## config.mk

```make
export PLATFORM = sky130hd
export DESIGN_NAME = sub2_serial
export DESIGN_NICKNAME = d
export VERILOG_FILES = /design/src/rtl/sub2_pkg.sv /design/src/rtl/sub2_cell.sv /design/src/rtl/sub2_serial.sv
export SDC_FILE = /design/constraint.sdc
export NUM_CORES = 1
export LEC_CHECK = 0
export CORE_ASPECT_RATIO = 1.25
export CORE_MARGIN = 2
export CORE_UTILIZATION = 45
export DETAILED_ROUTE_END_ITERATION = 10
export GPL_ROUTABILITY_DRIVEN = 1
export PLACE_DENSITY = 0.7
export SKIP_CTS_REPAIR_TIMING = 1
export SLEW_MARGIN = 20
export SYNTH_ARGS = -nofsm -noshare
export SYNTH_HDL_FRONTEND = slang
export SYNTH_SLANG_ARGS = --single-unit
```

## constraint.sdc

```tcl
create_clock -name CLK -period 2.8 [get_ports CLK]
set_input_delay 0.56 -clock CLK [delete_from_list [all_inputs] [get_ports CLK]]
set_output_delay 0.56 -clock CLK [all_outputs]
set_load 0.02 [all_outputs]
```

## src/rtl/sub2_pkg.sv

```systemverilog
// sub2_pkg: shared types for the serial 2-bit-digit subtractor.
// Holds the FSM state enum and the digit width.
package sub2_pkg;

  localparam int DIGIT_W = 2;

  typedef enum logic [1:0] {
    IDLE = 2'd0,
    RUN  = 2'd1,
    DONE = 2'd2
  } state_t;

endpackage

```

## src/rtl/sub2_cell.sv

```systemverilog
// sub2_cell: combinational 2-bit digit subtractor.
// Ports: a, b (digits), bin (borrow in) -> d (digit diff), bout.
module sub2_cell
  import sub2_pkg::*;
(
  input  logic [DIGIT_W-1:0] a,
  input  logic [DIGIT_W-1:0] b,
  input  logic               bin,
  output logic [DIGIT_W-1:0] d,
  output logic               bout
);

  logic [DIGIT_W:0] diff;

  // The extra MSB goes to 1 exactly when a - b - bin underflows.
  assign diff = {1'b0, a} - {1'b0, b} - {{DIGIT_W{1'b0}}, bin};
  assign d    = diff[DIGIT_W-1:0];
  assign bout = diff[DIGIT_W];

endmodule

```

## src/rtl/sub2_serial.sv

```systemverilog
// sub2_serial: serial subtractor, one 2-bit digit per cycle, LSB first.
// Ports: CLK, Resetn (sync, active-high), A/B/in_valid/in_ready, D/C/out_valid/out_ready.
module sub2_serial
  import sub2_pkg::*;
#(
  parameter int WIDTH = 8
) (
  input  logic             CLK,
  input  logic             Resetn,
  input  logic [WIDTH-1:0] A,
  input  logic [WIDTH-1:0] B,
  input  logic             in_valid,
  output logic             in_ready,
  output logic [WIDTH-1:0] D,
  output logic             C,
  output logic             out_valid,
  input  logic             out_ready
);

  localparam int NDIG  = WIDTH / DIGIT_W;
  localparam int IDX_W = (NDIG > 1) ? $clog2(NDIG) : 1;
  localparam logic [IDX_W-1:0] LAST = IDX_W'(NDIG - 1);

  state_t           state;
  logic [WIDTH-1:0] a_q;
  logic [WIDTH-1:0] b_q;
  logic [WIDTH-1:0] d_q;
  logic [IDX_W-1:0] idx;
  logic             borrow;
  logic             c_q;
  logic             in_ready_q;
  logic             out_valid_q;

  logic [IDX_W:0]       base;
  logic [DIGIT_W-1:0]   dig_a;
  logic [DIGIT_W-1:0]   dig_b;
  logic [DIGIT_W-1:0]   dig_d;
  logic                 dig_bout;

  // Bit offset of the current digit: idx * DIGIT_W with DIGIT_W = 2.
  assign base  = {idx, 1'b0};
  assign dig_a = a_q[base +: DIGIT_W];
  assign dig_b = b_q[base +: DIGIT_W];

  sub2_cell u_cell (
    .a    (dig_a),
    .b    (dig_b),
    .bin  (borrow),
    .d    (dig_d),
    .bout (dig_bout)
  );

  always_ff @(posedge CLK) begin
    if (Resetn) begin
      state       <= IDLE;
      a_q         <= '0;
      b_q         <= '0;
      d_q         <= '0;
      idx         <= '0;
      borrow      <= 1'b0;
      c_q         <= 1'b0;
      in_ready_q  <= 1'b1;
      out_valid_q <= 1'b0;
    end else begin
      unique case (state)
        IDLE: begin
          if (in_valid) begin
            a_q        <= A;
            b_q        <= B;
            borrow     <= 1'b0;
            idx        <= '0;
            in_ready_q <= 1'b0;
            state      <= RUN;
          end
        end
        RUN: begin
          d_q[base +: DIGIT_W] <= dig_d;
          borrow <= dig_bout;
          if (idx == LAST) begin
            c_q         <= dig_bout;
            out_valid_q <= 1'b1;
            state       <= DONE;
          end else begin
            idx <= idx + 1'b1;
          end
        end
        DONE: begin
          // Handoff always lands in IDLE; no same-cycle re-accept.
          if (out_ready) begin
            out_valid_q <= 1'b0;
            in_ready_q  <= 1'b1;
            state       <= IDLE;
          end
        end
        default: begin
          out_valid_q <= 1'b0;
          in_ready_q  <= 1'b1;
          state       <= IDLE;
        end
      endcase
    end
  end

  assign in_ready  = in_ready_q;
  assign out_valid = out_valid_q;
  assign D         = d_q;
  assign C         = c_q;

endmodule

```

# After elaboration in Yosys (flattened, before gate mapping)
# Index checks and enable logic that the tools add are counted.
word_totals:
  word_cells: 50
  input_bits: 20
  register_bits: 32
classes:
  mux: 15
  eq_ne: 7
  reduce_logical: 9
  n_shift: 4
  bitwise_logic: 2
  n_addsub: 4
op_table:
  columns: ["op", "count"]
  rows:
  - ["8-bit by 4-bit indexed part select with 2-bit output", 2]
  - ["3-bit AND reduction", 4]
  - ["2-bit 2-to-1 mux", 5]
  - ["8-bit bitwise mux", 1]
  - ["2-bit != test, second input constant", 4]
  - ["2-bit by 5-bit variable shift with 8-bit output, first input constant", 1]
  - ["2-bit by 5-bit indexed part select with 8-bit output", 1]
  - ["1-bit one-hot mux with 3 select lines", 2]
  - ["2-bit one-hot mux with 3 select lines", 1]
  - ["2-bit AND reduction", 3]
  - ["3-bit negation with 5-bit output", 1]
  - ["2-bit equality test, second input constant", 2]
  - ["1-bit 2-to-1 mux", 4]
  - ["2-bit one-hot mux with 2 select lines", 1]
  - ["2-bit by 2-bit subtractor with 3-bit output", 1]
  - ["3-bit by 1-bit subtractor with 3-bit output", 1]
  - ["2-bit by 1-bit adder with 2-bit output, second input constant", 1]
  - ["2-bit by 1-bit equality test with 1-bit output, second input constant", 1]
  - ["2-bit logical NOT", 1]
  - ["1-bit inverter", 2]
  - ["1-bit one-hot mux with 2 select lines", 1]
  - ["2-bit nonzero test", 1]

# Logic depth before layout (Yosys ltp)
logic_depth:
  word_depth: 5
  depth_mapped: 8

# Cells and area by module
# Synthesis repeated with hierarchy kept, for this count alone.
hier_totals:
  cells_unflattened: 173
  hier_area_um2: 1507.7
by_module_without_submodules:
  columns: ["module", "area_each_um2", "seq_area_each_um2", "n_inst", "cells_each"]
  rows:
  - ["sub2_serial", 1445.1, 640.6, 1, 165]
  - ["sub2_cell", 62.6, 0.0, 1, 8]

# Worst setup path before layout
# Ideal clock, no wire load.
synth_path:
  kind: "register to register"
  startpoint: "reg idx[0]"
  endpoint: "reg d_q[3] (netlist: D[3])"
  n_path_buf: 1
  setup_slack_ns: 0.095
  path_stages_with_launch: 7
  arrival_time_ns: 2.635
  t_required_ns: 2.729
  cell_sequence: "dfxtp_1 > buf_4 > mux4_2 > fa_1 > fa_1 > or4_1 > a21oi_1"
synth_via:
  elab_chain_len: 5
synth_rtl:
  columns: ["item", "line", "rtl"]
  rows:
  - ["from (decl)", "sub2_serial.sv:28", "logic [IDX_W-1:0] idx;"]
  - ["from (signal assigned)", "sub2_serial.sv:84", "idx <= idx + 1'b1;"]
  - ["8-bit by 4-bit indexed part select with 2-bit output (on tied branches)", "sub2_serial.sv:42, sub2_serial.sv:43", null]
  - ["2-bit by 2-bit subtractor with 3-bit output", "sub2_cell.sv:16", "assign diff = {1'b0, a} - {1'b0, b} - {{DIGIT_W{1'b0}}, bin};"]
  - ["3-bit by 1-bit subtractor with 3-bit output", "sub2_cell.sv:16", null]
  - ["2-bit by 5-bit indexed part select with 8-bit output", "sub2_serial.sv:77", "d_q[base +: DIGIT_W] <= dig_d;"]
  - ["8-bit bitwise mux (*)", "sub2_serial.sv:77", null]
  - ["to (signal, indexed assignment)", "sub2_serial.sv:77", null]
  - ["to (decl)", "sub2_serial.sv:27", "logic [WIDTH-1:0] d_q;"]
# Every way passes the cells marked *; elsewhere a longest branch is shown, timed or not.
# A chain may end at the register's enable or synchronous reset.

# Final worst setup path
# Ends and elaborated chain as after synthesis.

==> impl_metrics.tcl <==
set metrics [dict create \
    outcome "finished clean" \
    slew_headroom_pct 55.5 \
    period_needed_ns 2.57 \
    p_leak_nw 0.735 \
    vdd_drop_max_uv 450 \
    syn_area_um2 1510 \
    dieArea_um2 3850 \
    fillCellCount 292 \
    grt_first_pass_wirelength_um 5140 \
    synth_simple_gate_area_share_pct 24.0 \
    antenna_left 0 \
    switching_share_pct 24.7 \
    cts_max_level 2 \
    yosysSeqAreaShare_pct 42.3 \
    synth-compound-area-share_pct 9.75 \
    p_int_mw 0.751 \
    max_cap_viol_count 0 \
    track_usage_pct 17.8 \
    layout.nets 218 \
    area_delta_synth_final_pct 25.4 \
    synth_xor_area_share_pct 0 \
    synthMuxAreaShare_pct 10.6 \
    power_frac_seq_pct 49.3 \
    clk_latency_ns 0.28 \
    post_drt_wl_per_cell_um 13.3 \
    synthTopCellsByArea "dfxtp_1 (42%), nand2_1 (9.4%), a21oi_1 (7.3%)" \
    vias_per_cell 5.32 \
    p_total_mw 0.997 \
    slew_viol_final 0 \
    syn_nets 189 \
    synth.distinct_cells 28 \
    cp_slowest_cell "mux4_2" \
    drt_pre_antenna_iters 6 \
    cts.path.max_buffers 2 \
    root_buffer "clkbuf_8" \
    antenna-diode-count 0 \
    crit_path_frequent_cell "fa_1" \
    synth_top_family_by_area "simple AND/OR/NAND/NOR gates" \
    power_frac_clock_pct 36.0 \
    antenna_found_initial 0 \
    worst_slack_ns 0.231 \
    rows 23 \
    critical-path-top-delay-family "adder cells" \
    finalSetupTns_ns 0 \
    rsz0062_at_grt "false" \
    synth_top_cell_area_share_pct 42.3 \
    critPathArrivalTime_ns 2.79 \
    ys.flop_type "dfxtp_1" \
    yosysMostFrequentCell "nand2_1" \
    grt_pass1_vias 1163 \
    p_sw_mw 0.246 \
    crit_buf_inv 0 \
    power.density_nw_per_um2 525 \
    drive_gt1_share_pct 7.85 \
    hold_path.class "reg2reg" \
    vias 1213 \
    dp_hpwl_um 2290 \
    timing.fmax_mhz 389 \
    synth_commonest_cells "nand2_1 (38), dfxtp_1 (32), a21oi_1 (22)" \
    hold_viol 0 \
    synth.avg_cell_area_um2 9.40 \
    portBuffers 30 \
    drtIter0Drc 27 \
    ys_seq_elements 32 \
    grt-ovfl-total 0 \
    synth-adder-area-share_pct 7.60 \
    cts_sinks 32 \
    numCtsBuffers 5 \
    combPwrFrac_pct 14.7 \
    io_pins 31 \
    crit_path_max_fanout 4 \
    die_y_um 68.9 \
    required_ns 3.02 \
    yosysWarnings 0 \
    gp_congestion 0.841 \
    crit_type "reg2reg" \
    core_um2 3220 \
    endpoint_kind "register" \
    drc 0 \
    synth-edff-count 0 \
    final_util_pct 58.9 \
    die_w_um 55.9 \
    pre_cts_ws_ns 0.237 \
    grt_max_degree 23 \
    finalCritPeriodShare_pct 91.7 \
    initial_core_util_pct 47.0 \
    cpPeakStageDelay_ns 0.52 \
    cp-start-kind "register" \
    worstMarginPinSlew_ns 0.667 \
    wirelength_um 3040 \
    clk_pin_slew_ns 0.07 \
    synth_top_area_cell "dfxtp_1" \
    fin_skew_ns 0.00657 \
    async_reset_ff_share_pct 0 \
    path_cells "mux4_2 -> fa_1 -> fa_1 -> or4_1 -> a21oi_1" \
    netlist_instances 161 \
    setup_viol 0 \
    cts_tree "built" \
]
-- path summary, 6_finish.rpt --
check | from | endpoint | slack (ns) | cells after the start
worst min-delay path | D[4] | D[4] | 0.45 | 2
worst max register to register | idx[0] | D[3] | 0.23 | 5
worst max-delay path | idx[0] | D[3] | 0.23 | 5
worst min register to register | D[4] | D[4] | 0.45 | 2
-- layout make-up --
class	instances	area (um^2)	share of cell area, %
sequential	32	641	33.8
timing repair buffer	32	315	16.6
clock buffer	8	90.1	4.75
multi-input combinational	114	787	41.5
inverter	5	18.8	0.989
tap	37	46.3	2.44
-- worst register-to-register path, stage by stage, from the launching register on --
cell	delay, ns
dfxtp_1	0.35
mux4_2	0.52
fa_1	0.44
fa_1	0.52
or4_1	0.52
a21oi_1	0.15
-- flip-flops by register name, summed over array words and instances (netlist names) --
name       cells
D              8
out_valid      1
in_ready       1
b_q            8
a_q            8
C              1
state          2
borrow         1
idx            2
-- layer usage --
| layer | up-vias | GRT usage, % | part of all wire (%) |
|---|---|---|---|
| li1 | 609 | - | - |
| met1 | 575 | 17.7 | 41 |
| met2 | 22 | 34.4 | 54 |
| met3 | 7 | 5.60 | 3.9 |
| met4 | 0 | 8.04 | 1.7 |
| met5 | - | 0 | 0 |
-- power by group through the flow --
| stage | Combinational [mW] | Clock, mW | Sequential [mW] |
|---|---|---|---|
| 2_1_floorplan | 0.0987 | 0 | 0.498 |
| 3_3_place_gp | 0.143 | 0 | 0.501 |
| 3_5_place_dp | 0.148 | 0 | 0.502 |
| 4_1_cts | 0.148 | 0.364 | 0.492 |
| 5_1_grt | 0.164 | 0.385 | 0.494 |
| 6_report | 0.147 | 0.359 | 0.492 |
-- through the flow --
stage | instances | hold WS, ns | area (um^2)
floorplan | 161 | 0.433 | 1510
global placement | 220 | 0.441 | 1810
detailed placement | 220 | 0.446 | 1810
CTS | 228 | 0.455 | 1900
global route | 228 | 0.465 | 1900
finish | 228 | 0.453 | 1900
-- kinds of logic after synthesis --
group,count (synthesis)
muxes,11
DFF,32
AOI/OAI and AO/OA,27
adders and majority gates,8
and+or+nand+nor,68
buffers and inverters,15
-- cell usage in the layout (no fill, tap or decap) --
cell and count:
o21ai_0 1, or2b_2 1, o31ai_1 1, nand3b_4 1, nor4b_1 4, mux2i_1 7, or3_1 1, a2bb2oi_1 1
nand2b_1 3, clkdlybuf4s50_1 30, fa_1 2, inv_1 5, nor3_1 2, nand2_1 38, clkbuf_1 2, a21oi_1 22
nor2_1 7, mux4_2 4, nor3b_4 1, clkbuf_8 6, or4_1 4, o21a_1 1, o32ai_1 1, dfxtp_1 32
ha_1 6, or3b_1 2, buf_4 2, nand3b_1 4
Note: power is estimated with default switching activity, not from simulation.
==> edit: new RTL, same flow settings <==
Re-encode `state_t` (3 states) as one-hot, 3 bits wide.
--- a/src/rtl/sub2_pkg.sv
+++ b/src/rtl/sub2_pkg.sv
@@ -4,10 +4,10 @@
 
   localparam int DIGIT_W = 2;
 
-  typedef enum logic [1:0] {
-    IDLE = 2'd0,
-    RUN  = 2'd1,
-    DONE = 2'd2
+  typedef enum logic [2:0] {
+    IDLE = 3'b001,
+    RUN  = 3'b010,
+    DONE = 3'b100
   } state_t;
 
 endpackage
Function: same outputs for any inputs over 10 cycles, from zero or initial values and one cycle with Resetn high; not proved beyond that.
==> edit against the unedited design <==
Synthesized area rose by 6.9%. Sequential cell count is 1 higher. Total power decreased by 0.78%. Final area rose by 7.0%. Via count rose by 9.7%. Setup slack worse by 0.017 ns. Synthesized cell count grew 7.5%. Wire length is 9.3% higher. First-iteration DRC count is 15% higher. Largest cell class unchanged. Highest routed layer unchanged.
==> edit: results (changes against the unedited design) <==
* Synth area leader: dfxtp_1
* H-tree depth at 2 (unchanged)
* Length in cells of the worst reg-to-reg path at 7 (+2)
* Worst Tran Pin Value at 0.5162 ns (-0.1506 ns)
* Place WS at 0.2001 ns (-0.03710 ns)
* Synth area leaders: dfxtp_1 (41%), nand2_1 (7.9%), a21oi_1 (6.2%)
* Yosys warns at 0 (unchanged)
* Routability cong. at 0.7795 (-7.3%)
* RR Startpoint: idx[0]
* Status: complete, no violations
* Total track usage at 17.90% (+0.11 points)
* Fillers at 323 (+11%)
* Worst hold start: a_q[1]
* TritonCTS Buffers at 5 (unchanged)
* Nets at 230 (+5.5%)
* Worst hold margin at 0.4573 ns (+0.004278 ns)
* VDD IR max at 413.3 uV (-8.1%)
* Hold Crit Depth at 2 (unchanged)
* DP Area at 1944 um^2 (+7.5%)
* Final Cycle Share at 92.33% (+0.60 points)
* Hold endpoint: a_q[1]
* Starting DRT DRC Count at 31 (+15%)
* Number of distinct library cells after synthesis at 31 (+11%)
* First-pass GRT wire length at 5.589 mm (+8.7%)
* Diode count at 0 (unchanged)
* DPL Wire Length at 2.466 mm (+7.7%)
* CP max FO at 5 (+1)
* Clock Path Buffers at 2 (unchanged)
* Vias per cell at 5.523 (+3.8%)
* Setup slack, reg-to-reg at 0.21 ns (-0.02 ns)
* Reg-to-Reg End: D[3]
* CTS root buffer: clkbuf_8
* Sequential fraction of the synthesis area at 40.84% (-1.5 points)
* Clk_lat worst skew at 0.28 ns (about the same)
* Critical path data arrival time at 2.80 ns (about the same)
* IO Port Bufs at 30 (unchanged)
* Fraction of layout cells with a size suffix above 1 at 8.416% (+0.56 points)
* Post-synth top cells: nand2_1 (34), dfxtp_1 (33), a21oi_1 (20)
* Largest net degree at the start of global routing at 22 (-4.3%)
* Detailed Routing Iterations Pass 1 at 4 (-2)
* Detailed Route WL at 3.323 mm (+9.3%)
* Synthesized net count at 201 (+6.3%)
* Vias in the first global route at 1272 (+9.4%)
* Leakage at 0.7419 nW (+0.98%)
* Worst clock skew at 0.004258 ns (-0.002311 ns)
* Clock slew at reported path FFs at 0.06 ns
* Antenna violations before repair at 0 (unchanged)
edit: worst max-delay path by stage:
stage	start	endpoint	slack, ns	cells past startpoint
final	idx[0]	D[3]	0.21	7
after global routing	idx[0]	D[3]	0.07	7
after CTS	idx[0]	D[3]	0.20	7
after detailed placement	idx[0]	D[3]	0.20	7
after global placement	idx[0]	D[1]	0.33	7
after floorplan	idx[0]	D[7]	0.39	7
edit: kinds of logic after synthesis:
family	share of synthesized area, %
and+or+nand+nor	26.06
DFF	40.84
AOI/OAI and AO/OA	9.358
buffers and inverters	5.491
muxes	11.14
adders and majority gates	7.115
edit: critical path: stages (launching register included):
cell	delay, ns
dfxtp_1	0.48
mux4_2	0.56
fa_1	0.37
inv_1	0.08
fa_1	0.47
nor4bb_1	0.32
mux2i_1	0.13
nor2_1	0.10
edit: per-layer routing:
layer	wire (um)	track usage, %
met1	1347	19.35
met2	1711	30.43
met3	184	6.216
met4	78	9.044
met5	0	0
edit: stage by stage:
stage / instances / util [%]
after floorplan: 173 / -
after global placement: 234 / 56.30
after detailed placement: 234 / 56.30
after CTS: 241 / 58.80
after global routing: 241 / 58.80
final: 241 / 58.80
edit: final cells by class:
class                      count  area [um^2]  share of cell area (%)
clock buffer                   7        86.33                   4.251
timing repair buffer          34        330.3                   16.27
sequential                    33        660.6                   32.53
inverter                       8        30.03                   1.479
tap                           39        48.80                   2.403
multi-input combinational    120        874.6                   43.07
edit: power by group:
part / total (mW) / switching, mW / internal, mW / leakage [nW]
clock: 0.354 / 0.159 / 0.195 / 0.0443
combinational: 0.130 / 0.0604 / 0.0691 / 0.429
sequential: 0.506 / 0.0167 / 0.489 / 0.269
